**src/rtl/vga_timing_pkg.sv**
```systemverilog
// 640x480@60 timing constants shared by the VGA sync generator and the receive monitor,
// so both ends of the link are built from one set of numbers.
package vga_timing_pkg;

    localparam int   H_DISPLAY = 640;
    localparam int   H_FRONT   = 16;
    localparam int   H_SYNC    = 96;
    localparam int   H_BACK    = 48;
    localparam int   H_TOTAL   = H_DISPLAY + H_FRONT + H_SYNC + H_BACK;

    localparam int   V_DISPLAY = 480;
    localparam int   V_FRONT   = 10;
    localparam int   V_SYNC    = 2;
    localparam int   V_BACK    = 33;
    localparam int   V_TOTAL   = V_DISPLAY + V_FRONT + V_SYNC + V_BACK;

    localparam logic SYNC_POL  = 1'b1;

    // Modulo counter step: returns 0 after reaching the last value.
    function automatic logic [9:0] wrap_inc(input logic [9:0] val, input logic [9:0] last);
        wrap_inc = (val == last) ? 10'd0 : val + 10'd1;
    endfunction

endpackage

```
**src/rtl/sync_edge_det.sv**
```systemverilog
// Leading-edge detector for one sync line; the history register only moves on the pixel
// strobe so the edge is measured in pixel time, not clk time.
module sync_edge_det #(
    parameter logic POL = 1'b1
) (
    input  logic clk,
    input  logic reset,
    input  logic pix_en,
    input  logic sync,
    output logic lead
);

    logic prev_r;

    // Previous sync level as seen on the last pixel strobe
    always_ff @(posedge clk) begin
        if (reset) begin
            prev_r <= ~POL;
        end else if (pix_en) begin
            prev_r <= sync;
        end else begin
            prev_r <= prev_r;
        end
    end

    assign lead = pix_en && (sync == POL) && (prev_r != POL);

endmodule

```
**src/rtl/vga_rx_monitor.sv**
```systemverilog
// VGA receive monitor: locks a pixel counter to incoming sync edges, checks the timing,
// and reports a per-frame active-pixel checksum plus a single-pixel probe capture.
module vga_rx_monitor
    import vga_timing_pkg::*;
#(
    parameter int   H_ACT    = H_DISPLAY,
    parameter int   H_FP     = H_FRONT,
    parameter int   H_SW     = H_SYNC,
    parameter int   H_BP     = H_BACK,
    parameter int   V_ACT    = V_DISPLAY,
    parameter int   V_FP     = V_FRONT,
    parameter int   V_SW     = V_SYNC,
    parameter int   V_BP     = V_BACK,
    parameter logic SYNC_LVL = SYNC_POL
) (
    input  logic        clk,
    input  logic        reset,
    input  logic        pix_en,
    input  logic        hsync,
    input  logic        vsync,
    input  logic [11:0] rgb,
    input  logic [9:0]  probe_x,
    input  logic [9:0]  probe_y,
    output logic [9:0]  x,
    output logic [9:0]  y,
    output logic        de,
    output logic        locked,
    output logic [7:0]  err_cnt,
    output logic [31:0] frame_sum,
    output logic        frame_done,
    output logic [11:0] probe_rgb,
    output logic        probe_valid
);

    localparam logic [9:0] H_ACT_W  = 10'(H_ACT);
    localparam logic [9:0] V_ACT_W  = 10'(V_ACT);
    localparam logic [9:0] H_EDGE_W = 10'(H_ACT + H_FP);
    localparam logic [9:0] V_EDGE_W = 10'(V_ACT + V_FP);
    localparam logic [9:0] H_LAST_W = 10'(H_ACT + H_FP + H_SW + H_BP - 1);
    localparam logic [9:0] V_LAST_W = 10'(V_ACT + V_FP + V_SW + V_BP - 1);

    typedef enum logic [1:0] {
        ST_SEARCH = 2'd0,
        ST_TRAIN  = 2'd1,
        ST_LOCKED = 2'd2
    } state_t;

    state_t        state_r, state_s;
    logic [9:0]    cx_r, cy_r;
    logic [9:0]    cur_x_s, cur_y_s, nx_s, ny_s;
    logic          h_lead_s, v_lead_s;
    logic          mismatch_s, active_s, wrap_s, hit_s;
    logic [31:0]   acc_r, acc_s, sum_s;
    logic          ok_r, ok_s;
    logic [7:0]    err_s;
    logic          done_s, pval_s;
    logic [11:0]   prgb_s;

    sync_edge_det #(.POL(SYNC_LVL)) u_hs_edge (
        .clk(clk), .reset(reset), .pix_en(pix_en), .sync(hsync), .lead(h_lead_s)
    );

    sync_edge_det #(.POL(SYNC_LVL)) u_vs_edge (
        .clk(clk), .reset(reset), .pix_en(pix_en), .sync(vsync), .lead(v_lead_s)
    );

    // Position of the sample on the inputs (re-anchored by a vsync edge while searching) and its successor
    always_comb begin
        if ((state_r == ST_SEARCH) && v_lead_s) begin
            cur_x_s = 10'd0;
            cur_y_s = V_EDGE_W;
        end else begin
            cur_x_s = cx_r;
            cur_y_s = cy_r;
        end
        if (pix_en) begin
            nx_s = wrap_inc(cur_x_s, H_LAST_W);
            if (cur_x_s == H_LAST_W) begin
                ny_s = wrap_inc(cur_y_s, V_LAST_W);
            end else begin
                ny_s = cur_y_s;
            end
        end else begin
            nx_s = cx_r;
            ny_s = cy_r;
        end
    end

    // An edge where none is due, or no edge where one is due, both count as a mismatch.
    assign mismatch_s = (h_lead_s != (cur_x_s == H_EDGE_W)) ||
                        (v_lead_s != ((cur_x_s == 10'd0) && (cur_y_s == V_EDGE_W)));
    assign active_s   = (cur_x_s < H_ACT_W) && (cur_y_s < V_ACT_W);
    assign wrap_s     = (cur_x_s == H_LAST_W) && (cur_y_s == V_LAST_W);
    assign hit_s      = active_s && (cur_x_s == probe_x) && (cur_y_s == probe_y);

    // Lock FSM next state plus checksum, error and probe bookkeeping for one pixel sample
    always_comb begin
        state_s = state_r;
        acc_s   = acc_r;
        ok_s    = ok_r;
        err_s   = err_cnt;
        sum_s   = frame_sum;
        done_s  = 1'b0;
        prgb_s  = probe_rgb;
        pval_s  = 1'b0;
        if (pix_en) begin
            case (state_r)
                ST_SEARCH: begin
                    if (v_lead_s) begin
                        state_s = ST_TRAIN;
                    end else begin
                        state_s = ST_SEARCH;
                    end
                end
                ST_TRAIN: begin
                    if (mismatch_s) begin
                        state_s = ST_SEARCH;
                    end else if (v_lead_s) begin
                        state_s = ST_LOCKED;
                    end else begin
                        state_s = ST_TRAIN;
                    end
                end
                ST_LOCKED: begin
                    if (mismatch_s) begin
                        // Losing lock outranks any checksum or probe work on this sample.
                        state_s = ST_SEARCH;
                        ok_s    = 1'b0;
                        err_s   = (err_cnt == 8'hFF) ? 8'hFF : err_cnt + 8'd1;
                    end else begin
                        if (active_s) begin
                            acc_s = acc_r + {20'd0, rgb};
                        end else begin
                            acc_s = acc_r;
                        end
                        if (hit_s) begin
                            prgb_s = rgb;
                            pval_s = 1'b1;
                        end else begin
                            pval_s = 1'b0;
                        end
                        if (wrap_s) begin
                            if (ok_r) begin
                                sum_s  = acc_s;
                                done_s = 1'b1;
                            end else begin
                                sum_s  = frame_sum;
                            end
                            acc_s = 32'd0;
                            ok_s  = 1'b1;
                        end else begin
                            ok_s  = ok_r;
                        end
                    end
                end
                default: begin
                    state_s = ST_SEARCH;
                end
            endcase
        end else begin
            state_s = state_r;
        end
    end

    // State, counters and all registered outputs
    always_ff @(posedge clk) begin
        if (reset) begin
            state_r     <= ST_SEARCH;
            cx_r        <= 10'd0;
            cy_r        <= 10'd0;
            acc_r       <= 32'd0;
            ok_r        <= 1'b0;
            de          <= 1'b0;
            locked      <= 1'b0;
            err_cnt     <= 8'd0;
            frame_sum   <= 32'd0;
            frame_done  <= 1'b0;
            probe_rgb   <= 12'd0;
            probe_valid <= 1'b0;
        end else begin
            state_r     <= state_s;
            cx_r        <= nx_s;
            cy_r        <= ny_s;
            acc_r       <= acc_s;
            ok_r        <= ok_s;
            de          <= (state_s == ST_LOCKED) && (nx_s < H_ACT_W) && (ny_s < V_ACT_W);
            locked      <= (state_s == ST_LOCKED);
            err_cnt     <= err_s;
            frame_sum   <= sum_s;
            frame_done  <= done_s;
            probe_rgb   <= prgb_s;
            probe_valid <= pval_s;
        end
    end

    assign x = cx_r;
    assign y = cy_r;

endmodule

```
**config.mk**
```make
export PLATFORM = sky130hd
export DESIGN_NAME = vga_rx_monitor
export DESIGN_NICKNAME = d
export VERILOG_FILES = /design/src/rtl/vga_timing_pkg.sv /design/src/rtl/sync_edge_det.sv /design/src/rtl/vga_rx_monitor.sv
export SDC_FILE = /design/constraint.sdc
export NUM_CORES = 1
export LEC_CHECK = 0
export ABC_AREA = 0
export BUFFER_PORTS_ARGS = -buffer_cell sky130_fd_sc_hd__buf_2
export CORE_ASPECT_RATIO = 1.1
export CORE_UTILIZATION = 52
export CTS_CLUSTER_SIZE = 12
export DETAILED_ROUTE_END_ITERATION = 8
export GPL_TIMING_DRIVEN = 0
export PLACE_DENSITY = 0.89
export SYNTH_ARGS = -nofsm -noshare
export SYNTH_HDL_FRONTEND = slang
export SYNTH_SLANG_ARGS = --single-unit
export TNS_END_PERCENT = 5
```
**constraint.sdc**
```tcl
create_clock -name clk -period 4.2 [get_ports clk]
set_clock_uncertainty 0.2 [all_clocks]
set_input_delay 0.42 -clock clk [delete_from_list [all_inputs] [get_ports clk]]
set_output_delay 0.42 -clock clk [all_outputs]
set_load 0.03 [all_outputs]
```
* Word-level counts from Yosys, hierarchy flattened
Index checks and enable logic that the tools add are counted.
** Word-level totals
- Output and inout bits :: 76
- Bits in registers :: 113
- Word-level logic and storage cells :: 83
- Bits of input ports :: 37
** Operators by class
- Bitwise logic cells :: 6
- Reduce and logical (&&, ||, !) cells :: 23
- Mux-type cells :: 20
- Eq/ne operators :: 12
- Magnitude comparators :: 4
- $add $sub $neg :: 4
** Operators with widths (count)
- two-way mux 10 bit :: 7
- two-way mux 32 bit :: 2
- adder 32 x 12 -> 32 bit :: 1
- equality test 10 bit (second input constant) :: 3
- adder 10 x 1 -> 10 bit (second input constant) :: 2
- equality test 10 bit :: 2
- less-than comparator 10 bit (second input constant) :: 2
- less-than comparator 10 x 9 -> 1 bit (second input constant) :: 2
- logical AND 1 bit :: 12
- equality test 10 x 9 -> 1 bit (second input constant) :: 1
- zero test 10 bit :: 1
- AND reduction 3 bit :: 3
- adder 8 x 1 -> 8 bit (second input constant) :: 1
- equality test 8 bit (second input constant) :: 1
- two-way mux 2 bit :: 4
- two-way mux 8 bit :: 1
- inverter 1 bit :: 6
- one-hot mux 2 bit (3 select lines) :: 1
- two-way mux 1 bit :: 5
- AND reduction 5 bit :: 1
- OR reduction 5 bit :: 1
- equality test 2 bit (second input constant) :: 2
- AND reduction 4 bit :: 1
- OR reduction 4 bit :: 1
- 5 further kinds :: 6

* Logic depth before layout (Yosys ltp)
- Depth in word-level cells :: 14
- Gate-level depth with buffers :: 16
- Depth with buffers taken out :: 12

* By module
A second synthesis with hierarchy kept.
** Unflattened totals
- Cell total of the unflattened synthesis :: 836
- Area total of the unflattened synthesis :: 6626.4 µm²
** By module, submodules not included
- vga_rx_monitor :: area an instance 6541.3 µm², times used 1, seq. area each 2222.1 µm², cells an instance 826
- sync_edge_det :: area an instance 42.5 µm², times used 2, seq. area each 20.0 µm², cells an instance 5

* Least setup slack after synthesis
OpenSTA, ideal clock, no wires.
- Kind :: in2reg
- Start :: input port pix_en
- End :: register probe_rgb[0]
- Buffers on the path :: 4
- Arrival :: 3.736 ns
- Stages :: 15
- Data required time :: 3.928 ns
- Path slack :: 0.192 ns
- Cells stage by stage :: and3b_1 nand2_1 clkbuf_1 clkbuf_1 and2_1 inv_1 ha_1 and3_1 a221o_1 a21o_1 buf_6 or4b_4 nor4_4 buf_6 mux2i_1
** Between the ends
- Word-level cells in the longest chain between the ends :: 10
** Ends and longest elaborated chain
- start: declaration :: RTL line vga_rx_monitor.sv:18 : input logic pix_en,
- parallel branches: the longest is 9 deep, another holds less-than comparator 10 bit
- AND reduction 4 bit (no source line) *
- end signal: assignment :: RTL line vga_rx_monitor.sv:191 : probe_rgb <= prgb_s;
- end: declaration :: RTL line vga_rx_monitor.sv:31 : output logic [11:0] probe_rgb,
Every way passes the cells marked *.
A chain may end at the register's enable or synchronous reset.

* Worst setup path in the final report
- Start :: register u_vs_edge.prev_r
- End :: register acc_r[15]
** Between the ends
- Word-level cells in the longest chain between the ends :: 10
** Ends and longest elaborated chain
- start: declaration :: RTL line sync_edge_det.sv:13 : logic prev_r;
- start signal: assignment :: RTL line sync_edge_det.sv:18 : prev_r <= ~POL;
- start signal: assignment :: RTL line sync_edge_det.sv:20 : prev_r <= sync;
- start signal: assignment :: RTL line sync_edge_det.sv:22 : prev_r <= prev_r;
- inverter 1 bit * :: RTL line sync_edge_det.sv:26 : assign lead = pix_en && (sync == POL) && (prev_r != POL);
- logical AND 1 bit * :: RTL line sync_edge_det.sv:26
- parallel branches: the longest is 8 deep, another holds less-than comparator 10 bit
- end signal: assignment :: RTL line vga_rx_monitor.sv:184 : acc_r <= acc_s;
- end: declaration :: RTL line vga_rx_monitor.sv:53 : logic [31:0] acc_r, acc_s, sum_s;
Marked as above.

==> results.toml <==
[synthesis]
ys_dominant_reg_cell = "dfxtp_1"
synth_warnings = 0
synth_fp_nets = 919
netlist_instances = 863
ys_types = 69
ys_top_cells_by_area = "dfxtp_1 34%, nor2_1 5.1%, nand2_1 4.7%"
synth.largest_area_cell = "dfxtp_1"
syn_area_sq_um = 6720
syn-mean-instance-area_sq_um = 7.78
yosysTopAreaCellShare = 0.337
ys_seq_area_frac = 0.337
synth-edff-count = 0
synthArstFlopShare = 0
synthTopCellsByCount = "113 x dfxtp_1, 91 x nor2_1, 84 x nand2_1, 55 x a21oi_1, 49 x clkbuf_1"
yosysMostFrequentCell = "dfxtp_1"
synth-seq-cells = 113

[grt]
use_met2 = 0.505
grt_pass1_wl_mm = 32.9
grt_overflow = 0
grt_max_degree = 17
top_usage_layer = "met2"
antenna_found_initial = 0
grt_pass1_vias = 6706
grtUsageMet1 = 0.389
globalRouteTotalUtil = 0.321
use_met3 = 0.0639

[drt]
drc = 0
wirelength_mm = 20.9
dr_total_vias = 7384
drtIter0Drc = 735
ant_nets = 0
post_drt_wl_per_cell_um = 18.0
viasPerCell = 6.34
drtPass1Iterations = 6

[floorplan]
initial_utilization = 0.533
die_area_sq_um = 13400
die_w_um = 110
ios = 113
core_area_sq_um = 12600
row_count = 43
die_h_um = 121

[layout]
final_core_util = 0.647
nets = 1051
antenna_cells = 0
area_growth_syn_to_layout_pct = 21.3
drive_above_1_share = 0.176
stdcell_count = 1165

[critical_path]
crit_type = "flop to flop"
start_kind = "flop"
critPathCaptureType = "flop"
crit_path_cell_trace = "and3b_1 > nand2_2 > clkbuf_2 > buf_2 > and2_1 > inv_1 > ha_1 > and3_1 > a221o_1 > a21oi_1 > clkbuf_1 > nand2_1 > or4_1 > o21ai_0"
cp.required_ps = 4340
ff2ff_setup_slack_ps = 30
cp_max_fo = 10
arrival_ps = 4310
slowest_delay_ps = 570
cpMaxStageDelayCell = "or4_1"

[pwr]
p_leak_nw = 3.10
power_density_nw_per_um2 = 350
vdd_ir_drop_max_mv = 0.257

[flow_run]
maxCapViolations = 0

[clock_network]
cts_root_buffer = "clkbuf_16"
h-tree-depth = 4
cts_tree = "yes"
clock-sinks = 113
clk_latency_ps = 430
cts_made_buffers = 17
clock_path_buffers = 2
path_clk_slew_ps = 60

[placed_design]
place.gp.congestion = 0.975
dp_hpwl_mm = 14.5
dp_cells = 1132
io_buffers = 112
pre_cts_ws_ps = -807

[timing]
setup_ws_ps = 28.8
final.period_utilization = 0.993
tightest_slew_ps = 753
fmaxAchievable_mhz = 240
relSlewSlack = 0.498
setup_viol = 0
period_needed_ps = 4170
rsz0062_at_grt = "yes"
final-hold-violation-count = 0
drv_slew = 0
hold_ws_ps = 35.9

[outcome]
status = "finished clean"

[hold_path]
hp-class = "input port to flop"
==> layer usage <==
layer / up-vias / part of all wire
met5: - / 0
met4: 0 / 0.060
met3: 123 / 0.088
met2: 449 / 0.46
met1: 3397 / 0.39
li1: 3415 / -
==> through the flow <==
stage	power, mW	instance area (sq um)	TNS, ps
after floorplan	1.25	6720	0
after global placement	1.33	7470	-37490
after detailed placement	1.33	7470	-38540
after CTS	2.85	8110	0
after global routing	2.91	8140	-777
final	2.85	8140	0
==> worst max-delay path: cells and delay by family (launching register included) <==
kind	cells	cell delay, ps
AO/OA/AOI/OAI	3	590
flip-flops	1	340
adder cells (fa/ha/maj)	1	250
buffers and inverters	4	990
AND/OR/NAND/NOR	6	1720
==> timing repair <==
action                                  4_1_cts  5_1_grt
hold buffers                                  0        0
pin swaps                                     1        0
buffers inserted                              1        0
endpoints found under the setup margin       60       61
resized for setup                             6       15
==> final cells by class <==
class	count	area, sq um
clock inverter	11	153
tap	157	196
clock buffer	21	470
timing repair buffer	113	568
fill	1080	4450
buffer	60	275
inverter	33	124
multi-input combinational	657	4100
sequential	113	2260
==> kinds of logic after synthesis <==
logic type               synth area share
buffers and inverters              0.0576
XOR/XNOR                           0.0456
flip-flops                          0.337
multiplexers                       0.0270
AND/OR/NAND/NOR                     0.282
AO/OA/AOI/OAI                       0.215
adder cells (fa/ha/maj)            0.0365
==> final timing paths <==
kind	startpoint	end	cells after the start
max reg2reg	u_vs_edge.prev_r	acc_r[15]	14
min	reset	state_r[1]	2
min reg2reg	frame_sum[9]	frame_sum[9]	2
max	u_vs_edge.prev_r	acc_r[15]	14
==> sequential cells by signal, summed over array words and instances (netlist names) <==
signal and flops:
x 10, locked 1, y 10, de 1, frame_sum 32, state_r 2
probe_valid 1, ok_r 1, acc_r 32, u_vs_edge.prev_r 1, u_hs_edge.prev_r 1, probe_rgb 12
err_cnt 8, frame_done 1
==> report_power, final <==
group	switching (mW)	internal (mW)	total, mW
registers	0.00906	1.08	1.09
clock network	0.546	0.984	1.53
logic	0.153	0.0774	0.230
==> cells in the final DEF (no fill, tap or decap), types with 10 or more instances in the layout <==
cell type	netlist	layout
a21oi_1	55	55
nor2_1	91	89
xnor2_1	18	18
ha_1	18	18
inv_1	33	33
clkbuf_16	0	17
a31oi_1	22	22
nor4_1	13	12
or3_1	13	13
buf_2	6	120
nand3_1	40	40
and3_1	14	14
nor3_1	17	15
a211oi_1	29	29
a311oi_1	10	10
xor2_1	17	17
clkbuf_1	49	44
nand2_1	84	83
o21ai_0	45	45
or4_1	11	11
dfxtp_1	113	113
nand2b_1	32	32
mux2i_1	17	17
No activity file was read; power rests on OpenSTA's default activity.
